**src/rtl/medidor_periodo_if.sv**
```systemverilog
// -----------------------------------------------------------------------------
// medidor_periodo_if
// Bundle carrying the control input, the signal under measurement and the
// measurement results of medidor_periodo_m.
//   Enable     : level, meter runs while high
//   Sig_in     : asynchronous signal whose period/high time is measured
//   Period_out : Clk_in cycles between the last two rising edges
//   High_out   : Clk_in cycles Sig_in was high within that period
//   Valid      : one-cycle strobe marking new Period_out/High_out
//   Timeout    : sticky flag, no rising edge seen within TIMEOUT cycles
// Modports: master drives Enable/Sig_in, slave (the meter) drives results.
// -----------------------------------------------------------------------------
interface medidor_periodo_if #(
    parameter int unsigned WIDTH = 33
);
    logic             Enable;
    logic             Sig_in;
    logic [WIDTH-1:0] Period_out;
    logic [WIDTH-1:0] High_out;
    logic             Valid;
    logic             Timeout;

    modport master (
        output Enable,
        output Sig_in,
        input  Period_out,
        input  High_out,
        input  Valid,
        input  Timeout
    );

    modport slave (
        input  Enable,
        input  Sig_in,
        output Period_out,
        output High_out,
        output Valid,
        output Timeout
    );
endinterface

```
**src/rtl/medidor_periodo_m.sv**
```systemverilog
// -----------------------------------------------------------------------------
// medidor_periodo_m
// Period and duty meter for slow clock-like signals. Sig_in is synchronized
// into the Clk_in domain; the meter counts Clk_in cycles between consecutive
// rising edges (period) and from rise to fall (high time), and publishes each
// completed measurement with a one-cycle Valid strobe.
// Ports:
//   Clk_in : system clock, all logic on its rising edge
//   Rst    : synchronous active-high reset
//   bus    : medidor_periodo_if.slave (Enable, Sig_in in; Period_out,
//            High_out, Valid, Timeout out; all outputs registered)
// Parameters:
//   WIDTH   : counter and result width
//   TIMEOUT : cycles without a rising edge before the measurement is dropped;
//             must be below 2^WIDTH-1 so the counter never wraps
// -----------------------------------------------------------------------------
module medidor_periodo_m #(
    parameter int unsigned      WIDTH   = 33,
    parameter logic [WIDTH-1:0] TIMEOUT = 33'd100_000_000
) (
    input  logic               Clk_in,
    input  logic               Rst,
    medidor_periodo_if.slave   bus
);

    localparam logic [WIDTH-1:0] CNT_ZERO = {WIDTH{1'b0}};
    localparam logic [WIDTH-1:0] CNT_ONE  = {{(WIDTH-1){1'b0}}, 1'b1};

    typedef enum logic [1:0] {
        ST_IDLE      = 2'd0,
        ST_WAIT_LOW  = 2'd1,
        ST_WAIT_RISE = 2'd2,
        ST_MEASURE   = 2'd3
    } state_t;

    // Synchronizer (s1_r, s2_r) and edge-history flop (s3_r)
    logic s1_r;
    logic s2_r;
    logic s3_r;
    logic rise_s;
    logic fall_s;

    state_t           state_r;
    state_t           state_nxt_s;
    logic [WIDTH-1:0] cnt_r;
    logic [WIDTH-1:0] cnt_nxt_s;
    logic [WIDTH-1:0] hi_r;
    logic [WIDTH-1:0] hi_nxt_s;
    logic [WIDTH-1:0] period_r;
    logic [WIDTH-1:0] period_nxt_s;
    logic [WIDTH-1:0] high_r;
    logic [WIDTH-1:0] high_nxt_s;
    logic             valid_r;
    logic             valid_nxt_s;
    logic             timeout_r;
    logic             timeout_nxt_s;

    // Input synchronizer and edge history; runs regardless of FSM state
    always_ff @(posedge Clk_in) begin
        if (Rst) begin
            s1_r <= 1'b0;
            s2_r <= 1'b0;
            s3_r <= 1'b0;
        end else begin
            s1_r <= bus.Sig_in;
            s2_r <= s1_r;
            s3_r <= s2_r;
        end
    end

    assign rise_s = s2_r & ~s3_r;
    assign fall_s = ~s2_r & s3_r;

    // FSM state and measurement datapath registers
    always_ff @(posedge Clk_in) begin
        if (Rst) begin
            state_r   <= ST_IDLE;
            cnt_r     <= CNT_ZERO;
            hi_r      <= CNT_ZERO;
            period_r  <= CNT_ZERO;
            high_r    <= CNT_ZERO;
            valid_r   <= 1'b0;
            timeout_r <= 1'b0;
        end else begin
            state_r   <= state_nxt_s;
            cnt_r     <= cnt_nxt_s;
            hi_r      <= hi_nxt_s;
            period_r  <= period_nxt_s;
            high_r    <= high_nxt_s;
            valid_r   <= valid_nxt_s;
            timeout_r <= timeout_nxt_s;
        end
    end

    // Next-state and datapath decode; Enable=0 overrides rise, rise overrides timeout
    always_comb begin
        state_nxt_s   = state_r;
        cnt_nxt_s     = cnt_r;
        hi_nxt_s      = hi_r;
        period_nxt_s  = period_r;
        high_nxt_s    = high_r;
        valid_nxt_s   = 1'b0;
        timeout_nxt_s = timeout_r;

        if (!bus.Enable) begin
            // Held idle: results and the sticky flag keep their values
            state_nxt_s = ST_IDLE;
        end else begin
            case (state_r)
                ST_IDLE: begin
                    state_nxt_s = ST_WAIT_LOW;
                end
                ST_WAIT_LOW: begin
                    // A high level here would otherwise produce a bogus first edge
                    if (!s2_r) begin
                        state_nxt_s = ST_WAIT_RISE;
                    end else begin
                        state_nxt_s = ST_WAIT_LOW;
                    end
                end
                ST_WAIT_RISE: begin
                    if (rise_s) begin
                        cnt_nxt_s   = CNT_ONE;
                        state_nxt_s = ST_MEASURE;
                    end else begin
                        state_nxt_s = ST_WAIT_RISE;
                    end
                end
                ST_MEASURE: begin
                    if (fall_s) begin
                        hi_nxt_s = cnt_r;
                    end else begin
                        hi_nxt_s = hi_r;
                    end

                    if (rise_s) begin
                        // Close this period and immediately start the next one
                        period_nxt_s  = cnt_r;
                        high_nxt_s    = hi_r;
                        valid_nxt_s   = 1'b1;
                        timeout_nxt_s = 1'b0;
                        cnt_nxt_s     = CNT_ONE;
                        state_nxt_s   = ST_MEASURE;
                    end else if (cnt_r == TIMEOUT) begin
                        timeout_nxt_s = 1'b1;
                        state_nxt_s   = ST_WAIT_LOW;
                    end else begin
                        cnt_nxt_s   = cnt_r + CNT_ONE;
                        state_nxt_s = ST_MEASURE;
                    end
                end
                default: begin
                    state_nxt_s = ST_IDLE;
                end
            endcase
        end
    end

    assign bus.Period_out = period_r;
    assign bus.High_out   = high_r;
    assign bus.Valid      = valid_r;
    assign bus.Timeout    = timeout_r;

endmodule
```
**src/flat_wrapper.sv**
```systemverilog
// flat-port wrapper written by rule: the top's interface ports become plain ports
module medidor_periodo_m_flat 
#(
    parameter int unsigned      WIDTH   = 33,
    parameter logic [WIDTH-1:0] TIMEOUT = 33'd100_000_000
)
  (Clk_in, Rst, bus_Enable, bus_Sig_in, bus_Period_out, bus_High_out, bus_Valid, bus_Timeout);
  medidor_periodo_if #(.WIDTH(WIDTH)) bus_i ();
  input  logic Clk_in;
  input  logic Rst;
  input wire logic [$bits(bus_i.Enable)-1:0] bus_Enable;
  input wire logic [$bits(bus_i.Sig_in)-1:0] bus_Sig_in;
  output wire logic [$bits(bus_i.Period_out)-1:0] bus_Period_out;
  output wire logic [$bits(bus_i.High_out)-1:0] bus_High_out;
  output wire logic [$bits(bus_i.Valid)-1:0] bus_Valid;
  output wire logic [$bits(bus_i.Timeout)-1:0] bus_Timeout;
  assign bus_i.Enable = bus_Enable;
  assign bus_i.Sig_in = bus_Sig_in;
  assign bus_Period_out = bus_i.Period_out;
  assign bus_High_out = bus_i.High_out;
  assign bus_Valid = bus_i.Valid;
  assign bus_Timeout = bus_i.Timeout;
  medidor_periodo_m #(.WIDTH(WIDTH), .TIMEOUT(TIMEOUT)) u_core (.Clk_in(Clk_in), .Rst(Rst), .bus(bus_i));
endmodule
```
**config.mk**
```make
export PLATFORM = sky130hd
export DESIGN_NAME = medidor_periodo_m_flat
export DESIGN_NICKNAME = d
export VERILOG_FILES = /design/src/rtl/medidor_periodo_if.sv /design/src/rtl/medidor_periodo_m.sv /design/src/flat_wrapper.sv
export SDC_FILE = /design/constraint.sdc
export NUM_CORES = 1
export LEC_CHECK = 0
export ABC_AREA = 1
export BUFFER_PORTS_ARGS = -buffer_cell sky130_fd_sc_hd__buf_2
export CORE_ASPECT_RATIO = 1.4
export CORE_MARGIN = 4
export CORE_UTILIZATION = 30
export DETAILED_ROUTE_END_ITERATION = 10
export HOLD_SLACK_MARGIN = 0.12
export PLACE_DENSITY = 0.59
export SLEW_MARGIN = 20
export SYNTH_ARGS = -nofsm -noshare
export SYNTH_HDL_FRONTEND = slang
export SYNTH_SLANG_ARGS = --single-unit
```
**constraint.sdc**
```tcl
create_clock -name Clk_in -period 4.8 [get_ports Clk_in]
set_input_delay 0.48 -clock Clk_in [delete_from_list [all_inputs] [get_ports Clk_in]]
set_output_delay 0.48 -clock Clk_in [all_outputs]
set_load 0.02 [all_outputs]
```
Word-level counts from Yosys, hierarchy flattened
Cells that the tools add are included.

word-level totals
  register bits = 139
  input port bits = 4
  output and inout port bits = 68
  word-level logic and storage cells = 44

operators by class
  $add $sub $neg = 1
  equal/unequal tests = 6
  multiplexer cells = 12
  bitwise gates (word level) = 6
  reductions and logical operators = 9

operators with widths
  cell                     number
  $mux W33                 3
  $pmux W33 S2             1
  $add A33 B1 Y33 const B  1
  $eq A33 B27 Y1 const B   1
  $reduce_and A3 Y1        3
  $pmux W2 S4              1
  $mux W2                  3
  $eq A2 B2 Y1 const B     2
  $mux W1                  4
  $not A1 Y1               4
  $reduce_and A4 Y1        1
  $reduce_bool A2 Y1       2
  $ne A3 B2 Y1 const B     1
  $reduce_or A3 Y1         1
  $and A1 B1 Y1            2
  $eq A2 B1 Y1 const B     1
  $logic_not A2 Y1         1
  $ne A2 B1 Y1 const B     1
  $reduce_or A2 Y1         1

Logic depth before layout (Yosys ltp)
Gate-level depths: netlist of the first run.

  depth after elaboration = 4
  depth in mapped cells = 13
  mapped depth without buffers = 12

Worst setup path after synthesis of the first run
No wires, ideal clock.

  kind = register to register
  from = register u_core.cnt_r[0]
  to = register u_core.cnt_r[9]
  library setup time = 0.129 ns
  data arrival time = 1.457 ns
  required time = 4.671 ns
  path slack = 3.214 ns
  cell stages (with the launch flop) = 13
  buffers on the path = 1
  period minus slack after synthesis = 1.586 ns
  cell sequence = dfxtp_1 -> inv_1 -> ha_1 -> nand2_1 -> nor2_1 -> nand2_2 -> nor2_4 -> nand3_4 -> nand2_4 -> buf_6 -> nor2_1 -> nor2_1 -> nor2_1

on the way
  word-level cells in the longest chain between the ends = 4
  elaborated cells on any way between the ends = 7
  classes of those cells = 1 x add/sub; 2 x eq/ne; 3 x mux; 1 x reduce/logical

RTL lines
  item                    line                      source
  from (decl)             medidor_periodo_m.sv:45   logic [WIDTH-1:0] cnt_r;
  from (signal assigned)  medidor_periodo_m.sv:86   cnt_r <= cnt_nxt_s;
  $add A33 B1 Y33         medidor_periodo_m.sv:148  cnt_nxt_s = cnt_r + CNT_ONE;
  $mux W33                medidor_periodo_m.sv:144  end else if (cnt_r == TIMEOUT) begin
  $mux W33                medidor_periodo_m.sv:136  if (rise_s) begin
  $pmux W33 S2            medidor_periodo_m.sv:109  case (state_r)

Parallel ways exist; a longest one is shown, timed or not. The select of a mux whose other input is x is not followed.
A chain may end at the register's enable or synchronous reset.

Final worst setup path of the first run
  from = register u_core.state_r[0]
  to = register u_core.period_r[22] (netlist: u_core.bus.Period_out[22])

on the way
  word-level cells in the longest chain between the ends = 2

RTL lines
  item                         line                      source
  from (decl)                  medidor_periodo_m.sv:43   state_t state_r;
  from (signal assigned)       medidor_periodo_m.sv:85   state_r <= state_nxt_s;
  $eq A2 B2 Y1                 medidor_periodo_m.sv:109
  $reduce_and A3 Y1 (no line)  n/a
  to (signal assigned)         medidor_periodo_m.sv:88   period_r <= period_nxt_s;
  to (decl)                    medidor_periodo_m.sv:49   logic [WIDTH-1:0] period_r;

Every way passes these cells.

==> results of run 1 <==
## metal layers
layer	wire, um	GRT usage
met3	735	0.03347
met4	346	0.05796
met1	6735	0.1767
met5	0	0
met2	8317	0.2539
## logic make-up after synthesis
group                      count (synthesis)
xor gates and xnor gates                   5
buffers and inverters                    157
and+or+nand+nor                          363
adders and majority gates                  2
DFF                                      139
AOI/OAI and AO/OA                        159
## synth_stat cells
cell type	n	area, sq um
and2_1	2	12.51
dfxtp_1	139	2783
nor3b_4	1	18.77
nor2_4	4	45.04
clkbuf_1	21	78.83
xor2_1	5	43.79
nand3_2	1	10.01
a21oi_1	46	230.2
buf_2	7	35.03
inv_2	8	30.03
ha_1	2	25.02
nand4_1	10	62.56
nand2_1	155	581.8
nor2_1	56	210.2
a211oi_1	1	7.510
buf_6	11	123.9
nand3b_1	3	22.52
nand3_4	1	17.52
nand2_4	2	22.52
or2_1	1	6.260
o21ai_2	4	35.03
a21oi_2	1	8.760
nor2_2	4	25.02
inv_1	105	394.1
buf_4	1	7.510
nor3_2	1	10.01
o21ai_0	67	335.3
nor3_4	1	16.27
nand3_1	111	555.5
nand2_2	3	18.77
nor3_1	7	35.03
o21ai_1	40	200.2
buf_1	4	15.01
## flip-flops by register name, indices dropped and copies added, names as in the netlist
name / count
u_core.bus.High_out: 33
u_core.s2_r: 1
u_core.s3_r: 1
u_core.bus.Valid: 1
u_core.hi_r: 33
u_core.bus.Timeout: 1
u_core.s1_r: 1
u_core.cnt_r: 33
u_core.bus.Period_out: 33
u_core.state_r: 2
## where the power goes
part           switching [W]  total (W)  internal [W]
Sequential        0.00000147    0.00116       0.00116
Combinational      0.0000355  0.0000456     0.0000101
Clock               0.000541    0.00144      0.000896
Total               0.000578    0.00264       0.00206
## area by class of cell
class | count | area share
timing repair buffer | 76 | 0.05516
clock buffer | 18 | 0.06165
clock inverter | 14 | 0.02898
tap | 252 | 0.04426
inverter | 113 | 0.05972
multi-input combinational | 529 | 0.3596
sequential | 139 | 0.3907
## per-stage QoR
stage               utilization  instances  hold WS, ns  worst slack (ns)  cell area (sq um)
floorplan                     -        825       0.3883             3.214               6023
global placement         0.3264       1109       0.3898             2.114               6476
detailed placement       0.3264       1109       0.3964             2.045               6476
CTS                      0.3589       1141       0.2496             2.207               7122
global route             0.3590       1141       0.2856             1.850               7123
finish                   0.3590       1141       0.2618             2.161               7123
## critical path, stage by stage, from the launching register on
cell and delay [ns]:
dfxtp_1 0.36, nand2_1 0.22, nor3_2 0.26, inv_2 0.04, buf_4 0.33, nor2_4 0.18, clkinv_2 0.66, o21ai_0 0.41
## final timing paths
path | from | end
setup / recovery | u_core.state_r[0] | u_core.bus.Period_out[22]
hold reg to reg | u_core.s1_r | u_core.s2_r
setup reg to reg | u_core.state_r[0] | u_core.bus.Period_out[22]
hold / removal | bus_Sig_in | u_core.s1_r
## cells in the final DEF (no fill, tap or decap), types with 2 or more instances in the layout
cell / count
a21oi_1: 46
and2_1: 2
buf_2: 71
buf_4: 5
bufinv_16: 4
clkbuf_16: 17
clkinvlp_4: 3
dfxtp_1: 139
ha_1: 2
inv_1: 104
inv_2: 8
inv_6: 5
nand2_1: 155
nand2_2: 3
nand2_4: 2
nand3_1: 110
nand3_2: 2
nand3b_1: 3
nand4_1: 10
nor2_1: 56
nor2_2: 4
nor2_4: 4
nor3_1: 7
o21ai_0: 67
o21ai_1: 40
o21ai_2: 4
xor2_1: 5
==> summary.md, run 1 <==
| Metric | Value |
|---|---|
| CP Max Fanout | `67` |
| Clk slew on worst S/H paths | `0.06 ns` |
| Via count | `5444` |
| Yosys warnings | `0` |
| FMAX | `378.9 MHz` |
| Largest net degree at the start of global routing | `68` |
| Post-route minimum period | `2.639 ns` |
| Xor-xnor portion of the synthesized cell area | `0.007270` |
| Die Width | `127.8 um` |
| Final Hold Viols | `0` |
| Depth of the CTS H-tree | `4` |
| Worst R2R Setup Slack | `2.16 ns` |
| Drc violations | `0` |
| Die Span Y | `175.7 um` |
| RSZ-0062 raised after global routing | `false` |
| Wire per inst | `14.14 um` |
| Kind of end point of the critical path | `flip-flop` |
| Measured slew at the worst slew-check pin | `0.8413 ns` |
| Footprint of the multi-input gates | `2561 sq um` |
| DR pass1 iterations | `6` |
| Initial Utilization | `0.3035` |
| Gate count of the mapped netlist | `825` |
| Cells on Worst Hold Path | `3` |
| Worst hold path type | `in2reg` |
| Final Total Pwr | `0.002640 W` |
| Total die area | `22440 sq um` |
| # hold bufs at CTS | `0` |
| First-pass GRT wire length | `26.72 mm` |
| Root buffer cell | `clkbuf_16` |
| Post-Route WL | `16.13 mm` |
| Mapped Area | `6023 sq um` |
| Dpl hpwl | `11.35 mm` |
| Largest family of logic cells by synthesized area | `simple AND/OR/NAND/NOR gates` |
| Max-Cap Viols | `0` |
| WP data arrival | `2.96 ns` |
| Cts bufs inserted | `17` |
| Layout area overhead | `18.26%` |
| Max-slew violation count | `0` |
| GRT Total Usage | `0.1474` |
| Register area | `2783 sq um` |
| CTS tree | `built` |
| Crit path launch type | `flip-flop` |
| Post-synthesis mux area share | `0` |
| Post-synthesis register bit count | `139` |
| Status | `finished clean` |
| Initial antenna violation count | `0` |
| Post-Synth Adder-Cell Area | `0.004155` |
| Gpl congestion | `0.9086` |
| Syn Nets | `831` |
| Core area | `19840 sq um` |
| # rows | `61` |
| Setup TNS | `0 ns` |
| Port-buffer cells | `71` |
| LEAKAGE | `2.969 nW` |
| Grt ovf | `0` |
| Slew margin rel. | `0.4385` |
| Cells resized by post-CTS repair | `0` |
| Clk_skew | `0.01439 ns` |
| Clock Tree Buf Depth | `2` |
| NumNets Final | `882` |
| Fillers | `2121` |
| Clock latency on the worst-skew pair | `0.42 ns` |
| Mapped Avg Cell Area | `7.301 sq um` |
| Vias in the first global route | `5162` |
| Compound-gate portion of the synthesized area | `0.1356` |
| Critical path data required time | `5.12 ns` |
| Avg Vias per Cell | `4.771` |
| Post-CTS setup buffers | `0` |
| Register area share after synthesis | `0.4620` |
| Layout cells sized above 1 | `0.1586` |
| Yosys cell types | `33` |
| Final setup violation count | `0` |
| IO Pins | `72` |
| Critical path class | `reg2reg` |
| R2R depth | `7` |
| DRT iter0 DRCs | `406` |
| Antenna Nets Post-Route | `0` |
| Peak VDD IR | `0.2372 mV` |
| Antenna Cells | `0` |
| Simple-gate share of the synthesized area | `0.2773` |
| Final period util | `0.5499` |
| Clk sinks | `139` |
| Power density cells | `370.6 nW/um^2` |
No activity file was read; power rests on OpenSTA's default activity.
==> run 2, diff against run 1 <==
--- a/config.mk
+++ b/config.mk
@@ -12,7 +12,7 @@
 export CORE_UTILIZATION = 30
 export DETAILED_ROUTE_END_ITERATION = 10
 export HOLD_SLACK_MARGIN = 0.12
-export PLACE_DENSITY = 0.59
+export PLACE_DENSITY = 0.6
 export SLEW_MARGIN = 20
 export SYNTH_ARGS = -nofsm -noshare
 export SYNTH_HDL_FRONTEND = slang
==> constraint.sdc (replaced) <==
create_clock -name Clk_in -period 2.26 [get_ports Clk_in]
set_input_delay 0.226 -clock Clk_in [delete_from_list [all_inputs] [get_ports Clk_in]]
set_output_delay 0.226 -clock Clk_in [all_outputs]
set_load 0.02 [all_outputs]
==> summary.md, run 2 (synthesized netlist as in run 1, its figures left out) <==
| Metric | Value |
|---|---|
| WP data arrival | `2.25 ns` |
| RSZ-0062 raised after global routing | `false` |
| Antenna Cells | `0` |
| CP Max Fanout | `13` |
| Final setup violation count | `0` |
| Placement Cell Area | `6579 sq um` |
| Crit path launch type | `flip-flop` |
| Root buffer cell | `clkbuf_16` |
| Layout area overhead | `19.94%` |
| DRT iter0 DRCs | `306` |
| Peak VDD IR | `0.6079 mV` |
| Placed insts | `1121` |
| Final period util | `0.8474` |
| Critical path class | `reg2reg` |
| Max-Cap Viols | `0` |
| Depth of the CTS H-tree | `4` |
| Crit-path cells | `inv_1 > nor3_1 > nor3_4 > nand2_4 > nor2_2 > nand2_1 > o21ai_2` |
| First-pass GRT wire length | `26.46 mm` |
| Die Width | `127.8 um` |
| Critical path data required time | `2.60 ns` |
| Setup TNS | `0 ns` |
| Total die area | `22440 sq um` |
| Internal power | `0.004378 W` |
| Slowest CP cell | `nor2_2` |
| CTS tree | `built` |
| Measured slew at the worst slew-check pin | `0.6938 ns` |
| Slew margin rel. | `0.5375` |
| Clock power frac | `0.533` |
| Fin util | `0.3641` |
| Commonest non-fill, non-tap cell in the layout | `nand2_1` |
| CP top delay family | `simple AND/OR/NAND/NOR gates` |
| Vias in the first global route | `5260` |
| FMAX | `522.1 MHz` |
| Final Hold Viols | `0` |
| Psw | `0.001111 W` |
| Hold_sp | `bus_Enable` |
| Largest net degree at the start of global routing | `67` |
| Wire per inst | `14.24 um` |
| Worst hold path type | `in2reg` |
| Clock Tree Buf Depth | `2` |
| Seq pwr share | `0.448` |
| # rows | `61` |
| IO Pins | `72` |
| Sw frac | `0.2025` |
| DR pass1 iterations | `5` |
| Post-route minimum period | `1.915 ns` |
| Worst path max stage delay | `0.43 ns` |
| Grt ovf | `0` |
| Worst r2r src | `u_core.state_r[1]` |
| Status | `finished clean` |
| Clk_skew | `0.01359 ns` |
| Commonest non-fill, non-tap cells in the layout | `nand2_1, dfxtp_1, nand3_1` |
| Clk sinks | `139` |
| Layout cells sized above 1 | `0.1674` |
| Kind of end point of the critical path | `flip-flop` |
| Cells resized by post-CTS repair | `0` |
| Avg Vias per Cell | `4.711` |
| Worst Path Buf+Inv | `1` |
| Gpl congestion | `0.9493` |
| Clk slew on worst S/H paths | `0.06 ns` |
| Setup ws final | `0.3448 ns` |
| NumNets Final | `896` |
| Antenna Nets Post-Route | `0` |
| Dpl hpwl | `11.79 mm` |
| Port-buffer cells | `71` |
| Dpl ws | `0.3902 ns` |
| Final Non-Filler Cells | `1154` |
| GRT Total Usage | `0.1460` |
| LEAKAGE | `3.033 nW` |
| Fin area | `7224 sq um` |
| Post-Route WL | `16.43 mm` |
| Max-slew violation count | `0` |
| Drc violations | `0` |
| Cts bufs inserted | `17` |
| Core area | `19840 sq um` |
| Initial antenna violation count | `0` |
| Clock latency on the worst-skew pair | `0.41 ns` |
| Via count | `5436` |
| Die Span Y | `175.7 um` |
| Setup crit start | `u_core.state_r[1]` |
| Power density cells | `759.9 nW/um^2` |
| Gate power share | `0.019` |
| Initial Utilization | `0.3035` |
==> run 2: timing repair <==
| action | CTS | global route |
|---|---|---|
| hold buffers | 2 | 0 |
| endpoints found under the hold margin | 2 | 0 |
| setup buffers | 0 | 0 |
==> run 2: tightest hold or removal path, delay by kind of cell <==
family / cells / cell delay (ns)
AND/OR/NAND/NOR: 2 / 0.23
buffers and inverters: 3 / 0.21
==> run 2: layout make-up <==
cell class	count	area, sq um
fill	2168	12620
sequential	139	2783
tap	252	315.3
inverter	113	424.2
clock inverter	11	168.9
multi-input combinational	529	2561
clock buffer	20	456.7
timing repair buffer	90	515.5
==> run 2: final timing paths <==
check,to,slack [ns],cells after the start
setup reg to reg,u_core.cnt_r[4],0.34,7
hold / removal,u_core.state_r[1],0.29,5
setup / recovery,u_core.cnt_r[4],0.34,7
hold reg to reg,u_core.s2_r,0.41,2
==> run 2: metal layers <==
layer | global-route usage | vias up | share of wire
met4 | 0.06150 | 0 | 0.022
met3 | 0.03134 | 21 | 0.044
met1 | 0.1726 | 2508 | 0.43
met5 | 0 | - | 0
met2 | 0.2535 | 117 | 0.50
li1 | - | 2790 | -
==> run 2: per-stage QoR <==
| stage | hold WS [ns] | power [W] |
|---|---|---|
| final | 0.2869 | 0.005490 |
| after global routing | 0.2946 | 0.005673 |
| after CTS | 0.2662 | 0.005549 |
| after detailed placement | 0.4023 | 0.002611 |
| after global placement | 0.3905 | 0.002611 |
| after floorplan | 0.3330 | 0.002588 |
==> run 2: power by group through the flow <==
stage	sequential, W	combinational (W)	clock, W
after global routing	0.00246	0.000115	0.00310
final	0.00246	0.000102	0.00293
after CTS	0.00246	0.000103	0.00299
after global placement	0.00251	0.0000992	0
after floorplan	0.00251	0.0000770	0
after detailed placement	0.00251	0.0000994	0
==> run 3, diff against run 2 <==
--- a/config.mk
+++ b/config.mk
@@ -5,14 +5,14 @@
 export SDC_FILE = /design/constraint.sdc
 export NUM_CORES = 1
 export LEC_CHECK = 0
-export ABC_AREA = 1
+export ABC_AREA = 0
 export BUFFER_PORTS_ARGS = -buffer_cell sky130_fd_sc_hd__buf_2
 export CORE_ASPECT_RATIO = 1.4
 export CORE_MARGIN = 4
 export CORE_UTILIZATION = 30
 export DETAILED_ROUTE_END_ITERATION = 10
 export HOLD_SLACK_MARGIN = 0.12
-export PLACE_DENSITY = 0.6
+export PLACE_DENSITY = 0.59
 export SLEW_MARGIN = 20
 export SYNTH_ARGS = -nofsm -noshare
 export SYNTH_HDL_FRONTEND = slang
==> constraint.sdc (replaced) <==
create_clock -name Clk_in -period 1.9 [get_ports Clk_in]
set_input_delay 0.19 -clock Clk_in [delete_from_list [all_inputs] [get_ports Clk_in]]
set_output_delay 0.19 -clock Clk_in [all_outputs]
set_load 0.02 [all_outputs]
==> summary.md, run 3 <==
| Metric | Value |
|---|---|
| Worst path max stage delay | `0.41 ns` |
| Register area share after synthesis | `0.4951` |
| DRT iter0 DRCs | `331` |
| Die Width | `123.7 um` |
| Top FF cell, synth | `dfxtp_1` |
| Sw frac | `0.2125` |
| CP Max Fanout | `7` |
| Cell count along the critical path | `8` |
| Slowest CP cell | `or4b_1` |
| Antenna Nets Post-Route | `0` |
| Hold_sp | `Rst` |
| Largest net degree at the start of global routing | `68` |
| LEAKAGE | `2.900 nW` |
| Die Span Y | `170.0 um` |
| Post-synthesis register bit count | `139` |
| Gate count of the mapped netlist | `712` |
| Clk slew on worst S/H paths | `0.06 ns` |
| IO Pins | `72` |
| Post-route minimum period | `2.228 ns` |
| Internal power | `0.004996 W` |
| Most frequent cell after synthesis | `nand2_1` |
| Clk_skew | `0.006942 ns` |
| Dpl hpwl | `12.11 mm` |
| Gr busiest metal | `met2` |
| Kind of end point of the critical path | `flip-flop` |
| Setup crit start | `u_core.cnt_r[1]` |
| Dominant cells by area after synthesis | `dfxtp_1, nand2_1, a21oi_1, clkbuf_1, a31oi_1` |
| Antenna Cells | `0` |
| Yosys cell types | `47` |
| Failing checks | `setup timing` |
| Fin util | `0.4182` |
| Layout area overhead | `37.87%` |
| Clock Tree Buf Depth | `2` |
| Commonest non-fill, non-tap cell in the layout | `nand2_1` |
| Yosys warnings | `0` |
| GRT met2 Usage | `0.2939` |
| Grt ovf | `0` |
| R2R depth | `8` |
| Status | `complete, but fails checks` |
| Setup TNS | `-7.181 ns` |
| # rows | `59` |
| Total die area | `21020 sq um` |
| CP dominant cell by count | `or3_4` |
| Final Hold Slack | `0.2028 ns` |
| FFs w/ async S/R, synth | `0` |
| Post-synth top cells | `nand2_1, dfxtp_1, a21oi_1` |
| Setup crit end | `u_core.cnt_r[6]` |
| Clock latency on the worst-skew pair | `0.42 ns` |
| Placed insts | `1074` |
| Worst R2R Setup Slack | `-0.33 ns` |
| Max-slew violation count | `0` |
| Post-synth EDFFs | `0` |
| Mapped Area | `5620 sq um` |
| Post-Route WL | `17.69 mm` |
| Seq pwr share | `0.461` |
| Clk sinks | `139` |
| Worst Path Buf+Inv | `2` |
| CP top delay family | `simple AND/OR/NAND/NOR gates` |
| Final Hold Viols | `0` |
| Worst r2r src | `u_core.cnt_r[1]` |
| Psw | `0.001348 W` |
| CTS tree | `built` |
| Grt met3 use | `0.02660` |
| Gpl congestion | `0.9061` |
| Peak VDD IR | `0.4605 mV` |
| Slew margin rel. | `0.7251` |
| Depth of the CTS H-tree | `4` |
| NumNets Final | `861` |
| FMAX | `448.9 MHz` |
| Vias in the first global route | `5393` |
| Port-buffer cells | `71` |
| Root buffer cell | `clkbuf_16` |
| Cts bufs inserted | `17` |
| Grt met1 use | `0.1916` |
| Final period util | `1.172` |
| WP data arrival | `2.52 ns` |
| Synth top area share | `0.4951` |
| Max-Cap Viols | `0` |
| Setup ws final | `-0.3277 ns` |
| Core area | `18530 sq um` |
| Synth area leader | `dfxtp_1` |
| Mapped Avg Cell Area | `7.894 sq um` |
| Wire per inst | `15.95 um` |
| Clock power frac | `0.523` |
| Measured slew at the worst slew-check pin | `0.4123 ns` |
| Dpl ws | `-0.3434 ns` |
| First-pass GRT wire length | `27.72 mm` |
| Final setup violation count | `30` |
| Critical path class | `reg2reg` |
| DR pass1 iterations | `5` |
| GRT Total Usage | `0.1688` |
| Drc violations | `0` |
| Initial antenna violation count | `0` |
| Crit-path cells | `inv_2 > ha_4 > or4b_1 > or3_4 > or3_4 > buf_6 > a31oi_1 > a311oi_2` |
| Worst hold path type | `in2reg` |
| Gate power share | `0.016` |
| Avg Vias per Cell | `5.011` |
| RSZ-0062 raised after global routing | `true` |
| Commonest non-fill, non-tap cells in the layout | `nand2_1, dfxtp_1, a21oi_1` |
| FF-to-FF End | `u_core.cnt_r[6]` |
| Crit path launch type | `flip-flop` |
| Layout cells sized above 1 | `0.2775` |
| Final Non-Filler Cells | `1109` |
| Initial Utilization | `0.3033` |
| Critical path data required time | `2.19 ns` |
| Power density cells | `818.8 nW/um^2` |
| Via count | `5557` |
| Syn Nets | `718` |
==> run 3: kinds of logic (layout without fill, tap and decap cells) <==
kind of cell             count (synthesis)  count (layout)  synth area share
AND/OR/NAND/NOR                        318             318            0.2596
XOR/XNOR                                 2               2          0.003117
adder cells (fa/ha/maj)                  2               2          0.004452
flip-flops                             139             139            0.4951
buffers and inverters                   72             225           0.05254
AO/OA/AOI/OAI                          179             179            0.1852
==> run 3: layout make-up <==
| class | count | area, sq um |
|---|---|---|
| clock inverters | 10 | 145.1 |
| inverters | 16 | 60.06 |
| repair buffers | 180 | 1271 |
| well taps | 244 | 305.3 |
| clock buffers | 19 | 432.9 |
| multi-input cells | 501 | 2750 |
| flip-flops and latches | 139 | 2784 |
| fillers | 1900 | 10780 |
==> run 3: how the worst min path moves through the flow <==
stage                           endpoint  slack (ns)  cells past startpoint
6_report        u_core.bus.Period_out[4]        0.20                      2
5_1_grt                  u_core.cnt_r[5]        0.22                      2
4_1_cts        u_core.bus.Period_out[26]        0.19                      2
3_5_place_dp                 u_core.s1_r        0.41                      2
3_3_place_gp                 u_core.s1_r        0.40                      2
2_1_floorplan          u_core.state_r[1]        0.31                      2
==> run 3: metal layers <==
metal	routed length [um]	vias up	part of all wire
met5	0	-	0
met3	668	54	0.038
met2	8922	145	0.50
met1	7233	2601	0.41
met4	863	0	0.049
li1	-	2757	-
==> run 3: metrics by stage <==
stage,total power (W),area [sq um]
finish,0.006345,7749
global route,0.006549,7749
CTS,0.006409,7548
detailed placement,0.003084,6895
global placement,0.003083,6895
floorplan,0.003043,5644
==> run 3: repair_timing <==
| item | in CTS | in global routing |
|---|---|---|
| hold endpoints to repair | 3 | 0 |
| cloned | 0 | 0 |
| resized for setup | 10 | 32 |
| endpoints found under the setup margin | 30 | 32 |
| buffers inserted | 3 | 2 |
| hold buffers | 2 | 0 |
| pin swaps | 8 | 9 |
==> run 3: power groups by stage <==
stage	clock network [W]	logic [W]	registers [W]
5_1_grt	0.00351	0.000114	0.00292
4_1_cts	0.00339	0.000101	0.00292
3_3_place_gp	0	0.0000976	0.00299
2_1_floorplan	0	0.0000553	0.00299
6_report	0.00332	0.000104	0.00292
3_5_place_dp	0	0.0000975	0.00299
